## src/rtl/pc_sequencer.sv

```systemverilog
// Program-counter sequencer: steps fetch addresses, resolves taken branches through
// the external target table, and reports run/done/fault status with saturating counters.
module pc_sequencer #(
  parameter int PC_W     = 10,
  parameter int START_PC = 0
) (
  input  logic            clk,
  input  logic            reset,
  input  logic            start,
  input  logic            stall,
  input  logic            halt_req,
  input  logic            branch_en,
  input  logic            branch_taken,
  input  logic [8:0]      branch_key,
  output logic [8:0]      lut_address,
  input  logic [15:0]     lut_val,
  output logic [PC_W-1:0] pc,
  output logic            running,
  output logic            done,
  output logic            fault,
  output logic [PC_W-1:0] fault_pc,
  output logic [15:0]     cycle_count,
  output logic [15:0]     branch_count
);

  typedef enum logic [1:0] {
    S_IDLE,
    S_RUN,
    S_DONE,
    S_FAULT
  } state_t;

  localparam logic [PC_W-1:0] L_START = PC_W'(START_PC);

  state_t          r_state;
  logic [PC_W-1:0] r_pc;
  logic [PC_W-1:0] r_faultPc;
  logic            r_running;
  logic            r_done;
  logic            r_fault;
  logic [15:0]     r_cycleCount;
  logic [15:0]     r_branchCount;

  logic            w_targetBad;
  logic [PC_W-1:0] w_target;

  // A zero entry means the key is unmapped; anything above the program space is unreachable.
  assign w_targetBad = (lut_val == 16'd0) || ((lut_val >> PC_W) != 16'd0);
  assign w_target    = lut_val[PC_W-1:0];

  assign lut_address  = branch_key;
  assign pc           = r_pc;
  assign running      = r_running;
  assign done         = r_done;
  assign fault        = r_fault;
  assign fault_pc     = r_faultPc;
  assign cycle_count  = r_cycleCount;
  assign branch_count = r_branchCount;

  always_ff @(posedge clk) begin
    if (reset) begin
      r_state       <= S_IDLE;
      r_pc          <= L_START;
      r_faultPc     <= '0;
      r_running     <= 1'b0;
      r_done        <= 1'b0;
      r_fault       <= 1'b0;
      r_cycleCount  <= 16'd0;
      r_branchCount <= 16'd0;
    end else begin
      case (r_state)
        S_IDLE, S_DONE, S_FAULT: begin
          if (start) begin
            r_state       <= S_RUN;
            r_pc          <= L_START;
            r_faultPc     <= '0;
            r_running     <= 1'b1;
            r_done        <= 1'b0;
            r_fault       <= 1'b0;
            r_cycleCount  <= 16'd0;
            r_branchCount <= 16'd0;
          end
        end
        S_RUN: begin
          // Stalled cycles still count as time spent running.
          if (r_cycleCount != 16'hFFFF) r_cycleCount <= r_cycleCount + 16'd1;
          if (!stall) begin
            if (halt_req) begin
              r_state   <= S_DONE;
              r_running <= 1'b0;
              r_done    <= 1'b1;
            end else if (branch_en && branch_taken) begin
              if (w_targetBad) begin
                r_state   <= S_FAULT;
                r_running <= 1'b0;
                r_fault   <= 1'b1;
                r_faultPc <= r_pc;
              end else begin
                r_pc <= w_target;
                if (r_branchCount != 16'hFFFF) r_branchCount <= r_branchCount + 16'd1;
              end
            end else if (r_pc == '1) begin
              r_state   <= S_FAULT;
              r_running <= 1'b0;
              r_fault   <= 1'b1;
              r_faultPc <= r_pc;
            end else begin
              r_pc <= r_pc + 1'b1;
            end
          end
        end
        default: begin
          r_state   <= S_IDLE;
          r_running <= 1'b0;
          r_done    <= 1'b0;
          r_fault   <= 1'b0;
        end
      endcase
    end
  end

endmodule

```

## config.mk

```make
export PLATFORM = sky130hd
export DESIGN_NAME = pc_sequencer
export DESIGN_NICKNAME = d
export VERILOG_FILES = /design/src/rtl/pc_sequencer.sv
export SDC_FILE = /design/constraint.sdc
export NUM_CORES = 1
export LEC_CHECK = 0
export ABC_AREA = 1
export CAP_MARGIN = 10
export CORE_ASPECT_RATIO = 0.7
export CORE_UTILIZATION = 45
export DETAILED_ROUTE_END_ITERATION = 10
export PLACE_DENSITY = 0.78
export SYNTH_ARGS = -nofsm -noshare
export SYNTH_HDL_FRONTEND = slang
export SYNTH_SLANG_ARGS = --single-unit
```

## constraint.sdc

```tcl
create_clock -name clk -period 1.7 [get_ports clk]
set_input_delay 0.34 -clock clk [delete_from_list [all_inputs] [get_ports clk]]
set_output_delay 0.34 -clock clk [all_outputs]
set_load 0.05 [all_outputs]
```

---- After elaboration in Yosys (flattened, before gate mapping) ----
Cells that the tools add are included.
word-level totals
  bits in read-only memories .............. 0
  RAM bits ................................ 0
  word-level logic and storage cells ...... 89
  memories ................................ 0
  bits in latches ......................... 0
  flip-flop bits (word level) ............. 57
  input bits .............................. 32
operators by class
  divide/modulo/power cells ............... 0
  add/sub/neg operators ................... 3
  shifts and indexed selects .............. 0
  $lt $le $gt $ge ......................... 0
  muxes and demuxes ....................... 46
  $mul .................................... 0
  equal/unequal tests ..................... 20
  bitwise operators ....................... 0
  reduce and logical (&&, ||, !) cells .... 12
operators with widths
  operator                                                                count
  16-bit two-way mux                                                      7
  10-bit two-way mux                                                      11
  16-bit case mux with 2 select lines                                     2
  10-bit case mux with 2 select lines                                     2
  16-bit by 1-bit adder with 16-bit output (second input constant)        2
  16-bit inequality test (second input constant)                          2
  16-bit zero test                                                        1
  2-bit inequality test (second input constant)                           8
  16-bit nonzero test                                                     1
  1-bit two-way mux                                                       14
  2-bit two-way mux                                                       6
  3-bit inequality test (second input constant)                           4
  10-bit by 1-bit adder with 10-bit output (second input constant)        1
  10-bit equality test (second input constant)                            1
  5-bit AND reduction                                                     2
  4-bit inequality test (second input constant)                           2
  1-bit case mux with 2 select lines                                      3
  6-bit AND reduction                                                     1
  2-bit equality test (second input constant)                             2
  2-bit case mux with 2 select lines                                      1
  4-bit AND reduction                                                     1
  3-bit AND reduction                                                     1
  3-bit OR reduction                                                      1
  2-bit by 1-bit equality test with 1-bit output (second input constant)  1
  4 further kinds                                                         4

---- Logic depth before layout (Yosys ltp) ----
Gate-level depths: netlist of the first run.
  depth in word-level cells ............... 7
  depth in mapped cells ................... 11
  gate-level depth less buffers ........... 11

---- Least setup slack after synthesis of the first run ----
No wires, ideal clock.
  kind .................................... register to register
  start point ............................. register r_pc[0] (netlist: pc[0])
  end point ............................... register r_faultPc[3] (netlist: fault_pc[3])
  stages on the path, launching flop included .. 12
  clock period less this slack ............ 2.044 ns
  data arrival time ....................... 1.910 ns
  slack ................................... -0.344 ns
  required time ........................... 1.567 ns
  buffers on the path ..................... 1
  path through ............................ dfxtp_1 -> ha_1 -> nand2_1 -> nor2_4 -> nand3b_1 -> nand2_2 -> nand2_2 -> nand2_2 -> nand2_2 -> buf_6 -> nand2_1 -> a21oi_2
on the way
  longest elaborated chain between the ends .. 3
ends and longest elaborated chain
  element                          line  RTL
  start, declared                  36    logic [PC_W-1:0] r_pc;
  start signal, assigned           99    r_pc <= w_target;
  start signal, assigned           108   r_pc <= r_pc + 1'b1;
  10-bit equality test             102   end else if (r_pc == '1) begin
  3-bit inequality test (no line)  --
  5-bit AND reduction (no line)    --
  end signal, assigned             97    r_faultPc <= r_pc;
  end signal, assigned             106   r_faultPc <= r_pc;
  end, declared                    37    logic [PC_W-1:0] r_faultPc;
Every way passes these cells.
A chain may end at the register's enable or synchronous reset.

---- Final worst setup path of the first run ----
  start point ............................. register r_pc[1] (netlist: pc[1])
  end point ............................... register r_faultPc[0] (netlist: fault_pc[0])
The elaborated chain is that of the path after synthesis.

==> results of run 1 <==
[flip-flops by register name (all words and copies together) (netlist names)]
signal and flops:
fault_pc 10, r_state 2, done 1, fault 1, pc 10, cycle_count 16, branch_count 16, running 1
[routing by layer]
metal | track usage | wire length [µm] | up-vias
met5 | 0 | 0 | -
met2 | 0.423 | 5090 | 190
li1 | - | - | 2039
met4 | 0.0733 | 145 | 0
met3 | 0.0723 | 850 | 20
met1 | 0.356 | 4870 | 1926
[cells in the mapped netlist]
library cell    n  share of area
nand4_2         1         0.0034
o31ai_1         1         0.0020
or2_2           2         0.0034
inv_1          43          0.044
inv_2           8         0.0082
a21o_1          1         0.0020
buf_4          11          0.023
a21oi_1        39          0.053
nand2_4         3         0.0092
dfxtp_1        57           0.31
buf_6           4          0.012
o21ai_0        11          0.015
nand4_1         9          0.015
nand3b_1        1         0.0020
xnor2_1         2         0.0048
xor2_1          8          0.019
nor2_1         96          0.098
clkinv_2        1         0.0014
nand3_4         2         0.0096
clkbuf_1       11          0.011
nor3_1          5         0.0068
nor2_4          3         0.0092
o21ai_2         1         0.0024
nand2_1       137           0.14
ha_1            3          0.010
nand3_1        65          0.089
nor4_1          1         0.0017
or2_4           1         0.0024
nor2_2          3         0.0051
nand2_2        10          0.017
a21oi_2        10          0.024
nand3_2        10          0.027
o21bai_1        4         0.0082
o211ai_1        2         0.0041
buf_8           1         0.0041
[logic make-up (layout without fill, tap and decap cells)]
| logic type | count (synthesis) | in the layout | share of synthesized area |
|---|---|---|---|
| XOR/XNOR | 10 | 10 | 0.0239 |
| AO/OA/AOI/OAI | 69 | 69 | 0.111 |
| AND/OR/NAND/NOR | 349 | 349 | 0.440 |
| buffers and inverters | 79 | 192 | 0.104 |
| adder cells (fa/ha/maj) | 3 | 3 | 0.0102 |
| flip-flops | 57 | 57 | 0.311 |
[tightest hold or removal path, stage by stage, from the launching register on]
cell and delay, ns:
dfxtp_1 0.31, nand2_1 0.06, a21oi_1 0.05
[repair_timing]
action | CTS | global route
setup buffers | 0 | 2
hold endpoints to repair | 0 | 0
setup endpoints to repair | 14 | 32
resized for setup | 2 | 18
pin swaps | 0 | 6
[final cells by class]
type	count	area (µm²)
Fill cell	675	2760
Multi-Input combinational cell	431	2210
Sequential cell	57	1180
Timing Repair Buffer	124	1080
Clock buffer	14	274
Inverter	52	196
Tap cell	101	126
Clock inverter	2	35.0
[power groups by stage]
stage               clock (µW)  combinational (µW)  sequential [µW]
finish                    1870                1050             1470
CTS                       1900                1020             1460
floorplan                    0                 533             1660
global placement             0                 992             1480
global route              1970                1130             1470
detailed placement           0                1010             1480
[worst paths after layout]
check,from,endpoint,slack (ns),cells after the start
max,pc[1]$_SDFFE_PP0P_,fault_pc[0]$_SDFFE_PP0P_,0.05,10
min,running$_SDFFE_PP0P_,running$_SDFFE_PP0P_,0.47,2
max reg2reg,pc[1]$_SDFFE_PP0P_,fault_pc[0]$_SDFFE_PP0P_,0.05,10
min reg2reg,running$_SDFFE_PP0P_,running$_SDFFE_PP0P_,0.47,2
[metrics by stage]
stage | hold slack, ns | cells
2_1_floorplan | 0.456 | 567
3_3_place_gp | 0.455 | 763
3_5_place_dp | 0.458 | 763
4_1_cts | 0.467 | 779
5_1_grt | 0.484 | 781
6_report | 0.469 | 781
==> impl_metrics.json, run 1 <==
{
  "fin_crit_sh": 0.970,
  "core_um2": 7870,
  "grt_overflow": 0,
  "numCtsBuffers": 9,
  "fmax_ghz": 0.606,
  "finClkSkew_ns": 0.00450,
  "cts_tree": "yes",
  "leakage_uw": 0.00210,
  "start_util": 0.466,
  "maxCapViolations": 0,
  "slew_viol_final": 0,
  "min_period_ns": 1.65,
  "wl_per_cell_um": 14.0,
  "fin_area_um2": 5110,
  "place_ws_ns": -0.365,
  "power.switching_uw": 1360,
  "crit_top_cell": "nand2_2",
  "synth_area_um2": 3670,
  "wl_um": 11000,
  "max_stage_delay_ns": 0.38,
  "power_uw": 4390,
  "max_slew_margin": 0.717,
  "cts_max_level": 3,
  "hold_path_class": "register to register",
  "ant_nets": 0,
  "postPlaceCellArea_um2": 4710,
  "cts_root_buf": "clkbuf_16",
  "fp.dieW_um": 110,
  "cp_cell_sequence": "ha_4 > nand2_2 > nor2_4 > nand3b_1 > nand2_2 > nand2_2 > nand2_4 > buf_12 > nand3_2 > a21oi_2",
  "arrival_ns": 1.91,
  "clk_latency_ns": 0.33,
  "p_sw_frac": 0.310,
  "drive_gt1_frac": 0.307,
  "fp.dieH_um": 77.5,
  "portBuffers": 77,
  "row_count": 27,
  "clock_sink_count": 57,
  "clkPwrFrac": 0.427,
  "grt_max_degree": 20,
  "postSynthAreaPerCell_um2": 6.47,
  "drc": 0,
  "tns_ns": 0,
  "dieArea_um2": 8520,
  "setup_viol_count_final": 0,
  "p_int_uw": 3030,
  "worstPathMaxFanout": 10,
  "status": "completed",
  "clockBufferDepth": 2,
  "gp_congestion": 0.913,
  "post-dp-hpwl_um": 7860,
  "drt_pass1_iterations": 7,
  "ctsHoldBuffers": 0,
  "vias_per_cell": 5.35,
  "comb_power_share": 0.239,
  "syn_inst": 567,
  "path_clk_slew_ns": 0.05,
  "grt_usage": 0.268,
  "powerDensity_nw_per_um2": 859,
  "grt_pass1_wl_um": 17700,
  "grt_pass1_vias": 3813,
  "cp_slowest_cell": "dfxtp_4",
  "cpLargestDelayFamily": "simple AND/OR/NAND/NOR gates",
  "critPathLaunchType": "register",
  "synthToLayoutAreaGrowth_pct": 39.3,
  "final_common_cell": "nand2_1",
  "drt-initial-drc-count": 294,
  "n_antenna_cell": 0,
  "layout_common_cells": "135 x nand2_1, 94 x buf_4, 90 x nor2_1",
  "worstMarginPinSlew_ns": 0.421,
  "required_ns": 1.97,
  "nets": 710,
  "vdd_drop_max_mv": 0.584,
  "finalHoldViolations": 0,
  "antenna_found_initial": 0,
  "fin_util": 0.649,
  "path_class": "register to register",
  "timing.critical_path.buf_inv": 1,
  "yosysSeqAreaShare": 0.311,
  "vias": 4175,
  "syn-num-nets": 602,
  "ys_seq_elements": 57,
  "ios": 96,
  "endpoint_kind": "register",
  "synth.distinct_cells": 35,
  "layout_setup_ws_ns": 0.0511,
  "seqPwrFrac": 0.334,
  "ys_warn_count": 0
}
No activity file was read; power rests on OpenSTA's default activity.
==> inputs of run 2 (changes only) <==
- CORE_MARGIN: not set -> 4
==> run 2 against run 1 <==
Effect of this change:
- cell count rose by 0.90%
- power fell by 4.8%
- combinational power barely moved
- first-iteration DRC count rose by 50%
- critical endpoint is now fault_pc[7]$_SDFFE_PP0P_
==> impl_metrics.json, run 2 (synthesis results as in run 1) <==
{
  "cp_cell_sequence": "ha_1 > nand2_2 > nor2_4 > nand3b_1 > nand2_2 > nand2_2 > nand2_4 > buf_6 > nand3_2 > a21oi_2",
  "grt_overflow": 0,
  "grt_pass1_wl_um": 18600,
  "clock_sink_count": 57,
  "final_common_cell": "nand2_1",
  "antenna_found_initial": 0,
  "cp_slowest_cell": "dfxtp_4",
  "vias": 4143,
  "layout_setup_ws_ns": 0.0725,
  "clk_latency_ns": 0.33,
  "dieArea_um2": 9680,
  "use_met1": 0.311,
  "n_antenna_cell": 0,
  "arrival_ns": 1.89,
  "grt_pass1_vias": 3974,
  "slew_viol_final": 0,
  "powerDensity_nw_per_um2": 819,
  "cpLargestDelayFamily": "simple AND/OR/NAND/NOR gates",
  "max_stage_delay_ns": 0.38,
  "max_slew_margin": 0.721,
  "fmax_ghz": 0.614,
  "numCtsBuffers": 9,
  "met2_usage": 0.369,
  "status": "completed",
  "grt_usage": 0.236,
  "setup_viol_count_final": 0,
  "fp.dieW_um": 116,
  "synthToLayoutAreaGrowth_pct": 39.2,
  "cts_root_buf": "clkbuf_16",
  "critPathLaunchType": "register",
  "place_ws_ns": -0.302,
  "layout_common_cells": "135 x nand2_1, 102 x buf_4, 90 x nor2_1",
  "ant_nets": 0,
  "core_um2": 7910,
  "wl_per_cell_um": 13.9,
  "post-dp-hpwl_um": 8020,
  "crit_top_cell": "nand2_2",
  "tns_ns": 0,
  "rrSetupSlack_ns": 0.07,
  "leakage_uw": 0.00211,
  "grtUsageMet3": 0.0797,
  "maxCapViolations": 0,
  "fillCellCount": 673,
  "row_count": 27,
  "portBuffers": 77,
  "nets": 717,
  "hold_path_class": "register to register",
  "worstPathMaxFanout": 8,
  "drc": 0,
  "start_util": 0.464,
  "clockBufferDepth": 2,
  "vdd_drop_max_mv": 0.805,
  "drt_pass1_iterations": 6,
  "path_class": "register to register",
  "fin_crit_sh": 0.957,
  "timing.critical_path.buf_inv": 1,
  "cts_tree": "yes",
  "drt-initial-drc-count": 441,
  "endpoint_kind": "register",
  "wl_um": 11000,
  "grt_max_degree": 20,
  "finClkSkew_ns": 0.00708,
  "vias_per_cell": 5.26,
  "finalHoldViolations": 0,
  "grt_busiest_layer": "met2",
  "ios": 96,
  "min_period_ns": 1.63,
  "gp_congestion": 0.898,
  "cts_max_level": 3,
  "fp.dieH_um": 83.5,
  "required_ns": 1.97,
  "worstMarginPinSlew_ns": 0.415,
  "drive_gt1_frac": 0.314,
  "path_clk_slew_ns": 0.05
}
[run 2: cell types whose count changed in the layout (fill, tap and decap cells not counted), sizes merged]
cell | previous run | this run
buf | 102 | 109
dlymetal6s2s | 2 | 1
clkdlybuf4s50 | 20 | 21
clkbuf | 14 | 13
bufinv | 1 | 0
clkinv | 2 | 4
[run 2: per-layer routing]
| metal | share of wire | routed length (µm) |
|---|---|---|
| met5 | 0 | 0 |
| met4 | 0.013 | 146 |
| met3 | 0.097 | 1060 |
| met2 | 0.46 | 5050 |
| met1 | 0.43 | 4710 |
[run 2: what timing repair did]
item | 4_1_cts | 5_1_grt
hold buffers | 0 | 0
setup buffers | 0 | 5
resized for setup | 0 | 19
setup endpoints to repair | 0 | 43
hold endpoints to repair | 0 | 0
[run 2: worst reg2reg max path, stage by stage (launching register included)]
cell and delay (ns):
dfxtp_4 0.38, ha_1 0.18, nand2_2 0.09, nor2_4 0.08, nand3b_1 0.12, nand2_2 0.13
nand2_2 0.10, nand2_4 0.09, buf_6 0.15, nand3_2 0.09, a21oi_2 0.14
[run 2: metrics by stage]
stage	instances	cell area (µm²)	total power [µW]	hold slack (ns)	utilization
floorplan	567	3710	2200	0.456	-
global placement	767	4730	2470	0.453	0.598
detailed placement	767	4730	2490	0.467	0.598
CTS	783	5000	4160	0.475	0.633
global route	788	5100	4380	0.505	0.646
finish	788	5100	4180	0.472	0.646
[run 2: layout make-up]
class / instances / area [µm²] / area share
clock buffer: 13 / 260 / 0.0510
clock inverter: 3 / 15.0 / 0.00294
inverter: 52 / 196 / 0.0385
multi-input combinational: 431 / 2200 / 0.431
sequential: 57 / 1190 / 0.233
tap: 101 / 126 / 0.0248
timing repair buffer: 131 / 1120 / 0.219
[run 2: report_power, final]
| part | leakage [µW] | internal, µW | switching, µW | total (µW) |
|---|---|---|---|---|
| Sequential | 0.000476 | 1400 | 75.0 | 1480 |
| Combinational | 0.00149 | 377 | 658 | 1030 |
| Clock | 0.000139 | 1060 | 613 | 1670 |
[run 2: final timing paths]
| path | from | to | cells after the start |
|---|---|---|---|
| worst min register to register | running$_SDFFE_PP0P_ | running$_SDFFE_PP0P_ | 2 |
| worst max register to register | pc[1]$_SDFFE_PP0P_ | fault_pc[7]$_SDFFE_PP0P_ | 10 |
| worst max-delay path | pc[1]$_SDFFE_PP0P_ | fault_pc[7]$_SDFFE_PP0P_ | 10 |
| worst min-delay path | running$_SDFFE_PP0P_ | running$_SDFFE_PP0P_ | 2 |
